[config.mk]
export PLATFORM = sky130hd
export DESIGN_NAME = ladybird_serial_loader
export DESIGN_NICKNAME = d
export VERILOG_FILES = /design/src/rtl/ladybird_serial_loader.sv
export SDC_FILE = /design/constraint.sdc
export NUM_CORES = 1
export LEC_CHECK = 0
export ABC_AREA = 1
export ABC_CLOCK_PERIOD_IN_PS = 3250
export BUFFER_PORTS_ARGS = -buffer_cell sky130_fd_sc_hd__buf_2
export CELL_PAD_IN_SITES_DETAIL_PLACEMENT = 1
export CELL_PAD_IN_SITES_GLOBAL_PLACEMENT = 1
export CORE_MARGIN = 5
export CORE_UTILIZATION = 30
export CTS_CLUSTER_DIAMETER = 30
export DETAILED_ROUTE_END_ITERATION = 6
export PLACE_DENSITY = 0.67
export SLEW_MARGIN = 40
export SYNTH_ARGS = -nofsm -noshare
export SYNTH_HDL_FRONTEND = slang
export SYNTH_SLANG_ARGS = --single-unit
[constraint.sdc]
create_clock -name clk -period 3.25 [get_ports clk]
set_input_delay 0.8125 -clock clk [delete_from_list [all_inputs] [get_ports clk]]
set_output_delay 0.8125 -clock clk [all_outputs]
set_load 0.02 [all_outputs]
[src/rtl/ladybird_serial_loader.sv]
// ladybird_serial_loader: byte-stream command decoder between the UART and memory.
// Commands: 'W' a0 a1 a2 a3 d0 d1 d2 d3 -> write, replies 0x06.
//           'R' a0 a1 a2 a3             -> read, replies the 4 data bytes LSB first.
// Optional inter-byte timeout in ADDR/DATA, enabled by defining LADYBIRD_LOADER_TIMEOUT_EN.
module ladybird_serial_loader #(
   parameter int unsigned TIMEOUT = 32'd10_000_000
) (
   input  logic        clk,
   input  logic        anrst,
   input  logic [7:0]  rx_data,
   input  logic        rx_valid,
   output logic        rx_ready,
   output logic [7:0]  tx_data,
   output logic        tx_valid,
   input  logic        tx_ready,
   output logic [31:0] mem_addr,
   output logic [31:0] mem_wdata,
   output logic        mem_we,
   output logic        mem_valid,
   input  logic        mem_ready,
   input  logic [31:0] mem_rdata,
   input  logic        mem_rvalid
);

   typedef enum logic [2:0] {
      S_IDLE,
      S_ADDR,
      S_DATA,
      S_REQ,
      S_WAIT_R,
      S_RESP
   } state_t;

   localparam logic [7:0] CMD_WRITE = 8'h57;
   localparam logic [7:0] CMD_READ  = 8'h52;
   localparam logic [7:0] RESP_ACK  = 8'h06;

   state_t      state;
   logic [1:0]  cnt;
   logic [31:0] addr;
   logic [31:0] wdata;
   logic [23:0] rbuf;
   logic        we;
   logic        rx_fire;
   logic        tx_fire;
   logic        mem_fire;

   // A zero timeout would make the ADDR/DATA states unusable
   if (TIMEOUT == 0) begin : g_bad_timeout
      $error("ladybird_serial_loader: TIMEOUT must be non-zero");
   end

   // Serial side is only accepted while a command is being assembled
   assign rx_ready = (state == S_IDLE) || (state == S_ADDR) || (state == S_DATA);
   assign rx_fire  = rx_valid && rx_ready;
   assign tx_fire  = tx_valid && tx_ready;
   assign mem_fire = mem_valid && mem_ready;

   // Request payload comes straight from the assembly registers; they are frozen outside ADDR/DATA
   assign mem_addr  = addr;
   assign mem_wdata = wdata;
   assign mem_we    = we;

`ifdef LADYBIRD_LOADER_TIMEOUT_EN
   logic [31:0] tmo_cnt;
   logic        tmo_hit;

   assign tmo_hit = ((state == S_ADDR) || (state == S_DATA)) && !rx_fire &&
                    (tmo_cnt == 32'(TIMEOUT - 1));

   // Idle-cycle counter while a command is partially received
   always_ff @(posedge clk or negedge anrst) begin
      if (!anrst) begin
         tmo_cnt <= '0;
      end else if (((state == S_ADDR) || (state == S_DATA)) && !rx_fire && !tmo_hit) begin
         tmo_cnt <= tmo_cnt + 32'd1;
      end else begin
         tmo_cnt <= '0;
      end
   end
`endif

   // Command decoder FSM with registered request/response outputs
   always_ff @(posedge clk or negedge anrst) begin
      if (!anrst) begin
         state     <= S_IDLE;
         cnt       <= '0;
         addr      <= '0;
         wdata     <= '0;
         rbuf      <= '0;
         we        <= 1'b0;
         mem_valid <= 1'b0;
         tx_valid  <= 1'b0;
         tx_data   <= '0;
      end else begin
         case (state)
            S_IDLE: begin
               if (rx_fire && (rx_data == CMD_WRITE)) begin
                  we    <= 1'b1;
                  cnt   <= '0;
                  state <= S_ADDR;
               end else if (rx_fire && (rx_data == CMD_READ)) begin
                  we    <= 1'b0;
                  cnt   <= '0;
                  state <= S_ADDR;
               end
            end
            S_ADDR: begin
               if (rx_fire) begin
                  addr[{cnt, 3'b000} +: 8] <= rx_data;
                  cnt <= cnt + 2'd1;
                  if (cnt == 2'd3) begin
                     if (we) begin
                        state <= S_DATA;
                     end else begin
                        state     <= S_REQ;
                        mem_valid <= 1'b1;
                     end
                  end
               end
            end
            S_DATA: begin
               if (rx_fire) begin
                  wdata[{cnt, 3'b000} +: 8] <= rx_data;
                  cnt <= cnt + 2'd1;
                  if (cnt == 2'd3) begin
                     state     <= S_REQ;
                     mem_valid <= 1'b1;
                  end
               end
            end
            S_REQ: begin
               if (mem_fire) begin
                  mem_valid <= 1'b0;
                  if (we) begin
                     tx_valid <= 1'b1;
                     tx_data  <= RESP_ACK;
                     cnt      <= '0;
                     state    <= S_RESP;
                  end else begin
                     state <= S_WAIT_R;
                  end
               end
            end
            S_WAIT_R: begin
               if (mem_rvalid) begin
                  tx_valid <= 1'b1;
                  tx_data  <= mem_rdata[7:0];
                  rbuf     <= mem_rdata[31:8];
                  cnt      <= '0;
                  state    <= S_RESP;
               end
            end
            S_RESP: begin
               if (tx_fire) begin
                  if (we || (cnt == 2'd3)) begin
                     tx_valid <= 1'b0;
                     cnt      <= '0;
                     state    <= S_IDLE;
                  end else begin
                     cnt     <= cnt + 2'd1;
                     tx_data <= rbuf[7:0];
                     rbuf    <= {8'h00, rbuf[23:8]};
                  end
               end
            end
            default: begin
               state <= S_IDLE;
            end
         endcase
`ifdef LADYBIRD_LOADER_TIMEOUT_EN
         // Abandon a stalled partial command without responding
         if (tmo_hit) begin
            state <= S_IDLE;
            cnt   <= '0;
            addr  <= '0;
            wdata <= '0;
            we    <= 1'b0;
         end
`endif
      end
   end

endmodule

==> summary.txt, run 1 <==
Status
  – Status: complete, no violations

Synthesis
  – Ys Warns: 0
  – Top cells by area, synth: dfrtp_1 (51%), nand2_1 (19%), o21ai_0 (5.8%)
  – Post-synthesis mux area share: 3.15%
  – Xor and xnor fraction of the mapped netlist area: 0%
  – Synth Area in Adders: 1.23%
  – Sequential area share after synthesis: 51.1%
  – Avg Cell Area, Syn: 8.13 µm²
  – Combinational family with the most area after synthesis: simple AND/OR/NAND/NOR gates
  – Post-Synth Simple-Gate Area: 28.9%
  – Net Count, Synth: 677
  – Synth top area share: 51.1%
  – Cell taking the most area after synthesis: dfrtp_1
  – Cell count after synthesis: 626
  – Register bit total from synthesis: 104
  – Mapped Area: 5090 µm²
  – Synth Area in Compound Gates: 9.39%
  – Synth cell types: 26

Floorplan
  – Ports: 122
  – FP Rows: 47
  – DIE AREA: 19700 µm²
  – Die width: 140 µm
  – Core area: 16600 µm²
  – Initial Util: 30.6%
  – Die height: 140 µm

Critical path
  – R2R Path Start: state[1]
  – CP endpoint kind: flop
  – Crit path buf inv count: 1
  – Worst-path cell chain: nor2_4 > nand2_2 > nor2_2 > inv_2 > nand4_4 > nand2_1 > o21ai_2
  – Critical Path Slowest Stage Cell: dfrtp_1
  – CP Class: flop to flop
  – Max incr delay on CP: 0.57 ns
  – Top cell family by delay on the critical path: simple AND/OR/NAND/NOR gates
  – Setup crit start: state[1]
  – Startpoint Class: flop
  – Worst Path Max Fanout: 40
  – CP Data Required Time: 3.47 ns
  – Crit path DAT: 2.63 ns

Detailed routing
  – 1st-iter DRT viols: 152
  – DRT Pass-1 Iters: 4
  – Via-to-Cell Ratio: 4.64
  – DRT Wirelength: 15.1 mm
  – DRT antenna net count: 0
  – WL/cell: 15.6 µm
  – Drt drc: 0
  – Vias: 4478

Final layout
  – Fin cells: 966
  – Layout cells sized above 1: 24.5%
  – Commonest non-fill, non-tap cell in the layout: nand2_1
  – Area delta synth->final: 21.5%
  – Nets: 792
  – Most frequent cells in the layout: nand2_1 (255), buf_2 (120), dfrtp_1 (104)
  – Fill count: 2054
  – # diodes: 0
  – Final core utilization: 37.2%

STA
  – Tcrit/Tclk final: 74.1%
  – Fmax: 415 MHz
  – Layout Skew: 0.00979 ns
  – Fin. Hold Viols: 0
  – Setup TNS: 0 ns
  – Final worst slack: 0.842 ns
  – RSZ-0062 raised after global routing: false
  – Period minus WS final: 2.41 ns
  – Slew Limit Fails: 0
  – Setup violations, final: 0
  – Worst Tran Pin Value: 0.688 ns
  – Slew HR: 54.0%

Pwr
  – Maximum VDD drop: 0.000282 V
  – Pwr Density: 806 nW/µm²
  – Pwr Total: 4.99 mW
  – Leakage: 3.60 nW

Clocking
  – PostCTS Resize Cnt: 0
  – H-tree levels: 3
  – CTS root buf: clkbuf_16
  – Post-CTS setup buffer count: 0
  – Hold buffer count at CTS: 0
  – CTS tree: built
  – CTS clk-pin slew, worst paths: 0.08 ns
  – Clk_lat worst skew: 0.35 ns
  – Clk sinks: 104
  – Total CTS buffers: 9
  – CTS Buffer Depth: 2

Placed design
  – Setup WS pre-CTS: 0.812 ns
  – HPWL after DPL: 11.8 mm
  – Dpl cells: 950
  – Routability Congestion: 0.855
  – Port Buffers: 121

Global route
  – Largest net degree at the start of global routing: 58
  – Initial antenna violation count: 1
  – Total grt overflow: 0
  – GRT Total Usage: 15.3%
  – Vias in the first global route: 4786
  – First-pass GRT wire length: 24.7 mm

Hold path
  – Worst hold path type: primary input to asynchronous set/reset pin

Run
  – Max-Cap Viols: 0
## cells by family (layout without fill, tap and decap cells)
logic type	Yosys count	count (layout)
and+or+nand+nor	350	350
muxes	16	16
adders and majority gates	5	5
buffers and inverters	68	188
AOI/OAI and AO/OA	83	83
DFF	104	104
## power by group
part	total, mW	switching (mW)	internal [mW]
sequential	1.87	0.230	1.63
combinational	2.03	1.43	0.604
clock	1.09	0.515	0.577
## state kept, by name, indices dropped and copies added, names as in the netlist, 2 cells and up
name / cells
cnt: 2
mem_addr: 32
mem_wdata: 32
rbuf: 24
state: 3
tx_data: 8
## metal layers
layer	wire length (µm)	track usage, %
met5	11	0
met4	222	4.90
met3	486	2.69
met2	7660	26.3
met1	6680	19.5
## Yosys cell counts, drive strengths merged
cell type    n
a21oi        4
buf         12
clkbuf      11
dfrtp      104
ha           5
inv         45
mux2i       16
nand2      259
nand3       24
nand4        7
nor2        41
nor3        19
o211ai       1
o21ai       78
## path summary, 6_finish.rpt
kind                           endpoint  slack, ns  cells past startpoint
setup / recovery                rbuf[9]       0.84                      7
hold / removal             mem_wdata[0]       0.42                      1
setup reg to reg                rbuf[9]       0.84                      7
hold reg to reg              tx_data[0]       0.47                      2
max in group asynchronous    tx_data[0]       2.18                      2
min in group clk             tx_data[0]       0.47                      2
## per-stage QoR
| step | hold WS, ns | cell area (µm²) |
|---|---|---|
| 2_1_floorplan | 0.452 | 5090 |
| 3_3_place_gp | 0.460 | 5880 |
| 3_5_place_dp | 0.460 | 5880 |
| 4_1_cts | 0.478 | 6180 |
| 5_1_grt | 0.463 | 6190 |
| 6_report | 0.420 | 6190 |
## final cells by class
class | count | area, µm² | share of cell area, %
well taps | 220 | 275 | 4.45
inverters | 45 | 169 | 2.73
clock buffers | 11 | 253 | 4.09
repair buffers | 127 | 669 | 10.8
clock inverters | 5 | 47.5 | 0.769
flip-flops and latches | 104 | 2600 | 42.1
multi-input cells | 454 | 2170 | 35.1
Note: power is estimated with default switching activity, not from simulation.
==> inputs of run 2 (changes only) <==
--- a/config.mk
+++ b/config.mk
@@ -6,7 +6,7 @@
 export NUM_CORES = 1
 export LEC_CHECK = 0
 export ABC_AREA = 1
-export ABC_CLOCK_PERIOD_IN_PS = 3250
+export ABC_CLOCK_PERIOD_IN_PS = 2400
 export BUFFER_PORTS_ARGS = -buffer_cell sky130_fd_sc_hd__buf_2
 export CELL_PAD_IN_SITES_DETAIL_PLACEMENT = 1
 export CELL_PAD_IN_SITES_GLOBAL_PLACEMENT = 1
==> constraint.sdc (replaced) <==
create_clock -name clk -period 2.4 [get_ports clk]
set_input_delay 0.6 -clock clk [delete_from_list [all_inputs] [get_ports clk]]
set_output_delay 0.6 -clock clk [all_outputs]
set_load 0.02 [all_outputs]
==> run 2 against run 1 <==
Net effect: sequential share of layout area fell by 0.16 points; design area up 0.38%; utilization rose by 0.14 points; wire length up 0.66%; global-route usage rose by 0.24 points; largest cell class unchanged; sequential power up 36%; power grew 37%; critical path type unchanged.
==> summary.txt, run 2 (same netlist as run 1, synthesis figures left out) <==
Run
  – Max-Cap Viols: 0 (unchanged)

STA
  – Slew HR: 54.7% (+0.68 points)
  – Layout Skew: 0.00959 ns (-0.000203 ns)
  – Fmax: 462 MHz (+11%)
  – Slew Limit Fails: 0 (unchanged)
  – Setup violations, final: 0 (unchanged)
  – RSZ-0062 raised after global routing: false
  – Period minus WS final: 2.17 ns (-0.242 ns)
  – Fin. Hold Viols: 0 (unchanged)
  – Worst Tran Pin Value: 0.678 ns (-0.0102 ns)
  – Setup TNS: 0 ns (unchanged)
  – Tcrit/Tclk final: 90.3% (+16 points)

Detailed routing
  – Via-to-Cell Ratio: 4.65 (+0.35%)
  – Drt drc: 0 (unchanged)
  – Vias: 4503 (+0.56%)
  – WL/cell: 15.7 µm (+0.46%)
  – DRT antenna net count: 0 (unchanged)
  – DRT Pass-1 Iters: 4 (unchanged)
  – 1st-iter DRT viols: 210 (+38%)
  – DRT Wirelength: 15.2 mm (+0.66%)

Clocking
  – Clk_lat worst skew: 0.36 ns (about the same)
  – PostCTS Resize Cnt: 0 (unchanged)
  – CTS Buffer Depth: 2 (unchanged)
  – Hold buffer count at CTS: 0 (unchanged)
  – CTS clk-pin slew, worst paths: 0.08 ns (about the same)
  – Clk sinks: 104 (unchanged)
  – CTS root buf: clkbuf_16
  – CTS tree: built
  – H-tree levels: 3 (unchanged)
  – Total CTS buffers: 9 (unchanged)
  – Post-CTS setup buffer count: 0 (unchanged)

Floorplan
  – Initial Util: 30.6% (unchanged)
  – FP Rows: 47 (unchanged)
  – Ports: 122 (unchanged)
  – Die height: 140 µm (unchanged)
  – Core area: 16600 µm² (unchanged)
  – Die width: 140 µm (unchanged)
  – DIE AREA: 19700 µm² (unchanged)

Final layout
  – Fill count: 2068 (+0.68%)
  – Nets: 794 (+0.25%)
  – Area delta synth->final: 22.0%
  – Commonest non-fill, non-tap cell in the layout: nand2_1
  – Post-route cell area: 6210 µm² (+0.38%)
  – Layout cells sized above 1: 24.7% (+0.20 points)
  – Fin cells: 968 (+0.21%)
  – Most frequent cells in the layout: nand2_1 (255), buf_2 (120), dfrtp_1 (104)
  – # diodes: 0 (unchanged)

Critical path
  – CP endpoint kind: flop
  – Worst Path Max Fanout: 40 (unchanged)
  – R2R Path Start: state[1]
  – Crit path DAT: 2.39 ns (-0.24 ns)
  – CP Data Required Time: 2.62 ns (-0.85 ns)
  – Startpoint Class: flop
  – Flop2flop setup slack: 0.23 ns (-0.61 ns)
  – R2r endpoint: rbuf[2]
  – CP Class: flop to flop
  – Worst Reg-to-Reg Cells: 8 (+1)

Placed design
  – HPWL after DPL: 11.8 mm (-0.27%)
  – Dpl cells: 952 (+0.21%)
  – Placed Area: 5900 µm² (+0.26%)
  – Routability Congestion: 0.857 (+0.32%)
  – Port Buffers: 121 (unchanged)

Pwr
  – Pwr Density: 1100 nW/µm² (+37%)
  – Leakage: 3.61 nW (+0.35%)
  – Maximum VDD drop: 0.000359 V (+27%)

Global route
  – Largest net degree at the start of global routing: 49 (-16%)
  – GRT Total Usage: 15.5% (+0.24 points)
  – Vias in the first global route: 4854 (+1.4%)
  – Initial antenna violation count: 0 (-1)
  – Total grt overflow: 0 (unchanged)
  – First-pass GRT wire length: 24.9 mm (+0.87%)

Hold path
  – Worst hold path type: primary input to asynchronous set/reset pin

Status
  – Status: complete, no violations
## run 2: critical path: stages (launching register included)
cell	delay [ns]
dfrtp_1	0.56
inv_1	0.11
nand2_1	0.14
nor2_1	0.07
buf_4	0.18
nand2_4	0.09
nand4_4	0.54
nand2_1	0.28
o21ai_2	0.07
## run 2: power by group
part	total, mW	switching (mW)	internal, mW
Sequential	2.54	0.326	2.21
Combinational	2.75	1.93	0.819
Clock	1.56	0.725	0.832
Total	6.84	2.98	3.86
## run 2: how the worst max path moves through the flow
stage / endpoint / startpoint / depth (start not counted)
4_1_cts: rbuf[2] / state[1] / 8
3_5_place_dp: rbuf[13] / state[1] / 8
2_1_floorplan: mem_addr[22] / cnt[0] / 9
5_1_grt: rbuf[7] / state[1] / 8
6_report: rbuf[2] / state[1] / 8
3_3_place_gp: rbuf[13] / state[1] / 8
## run 2: layer usage
| layer | GRT usage, % | part of all wire (%) |
|---|---|---|
| met5 | 0 | 0 |
| met2 | 26.3 | 51 |
| met4 | 5.61 | 1.6 |
| met1 | 20.2 | 44 |
| met3 | 2.39 | 3.4 |
## run 2: area by class of cell
| type | instances | area (µm²) | area share [%] |
|---|---|---|---|
| inverters | 45 | 169 | 2.72 |
| clock inverters | 7 | 87.6 | 1.41 |
| repair buffers | 129 | 681 | 11.0 |
| clock buffers | 9 | 225 | 3.63 |
| multi-input cells | 454 | 2170 | 34.9 |
| flip-flops and latches | 104 | 2600 | 41.9 |
| well taps | 220 | 275 | 4.43 |
## run 2: stage by stage
step	utilization (%)	setup WS, ns	total power, mW	hold WS [ns]
2_1_floorplan	-	0.292	4.49	0.304
3_3_place_gp	35.4	0.375	5.24	0.456
3_5_place_dp	35.4	0.238	5.36	0.455
4_1_cts	37.3	0.209	6.95	0.191
5_1_grt	37.3	0.0156	7.35	0.207
6_report	37.3	0.234	6.84	0.179
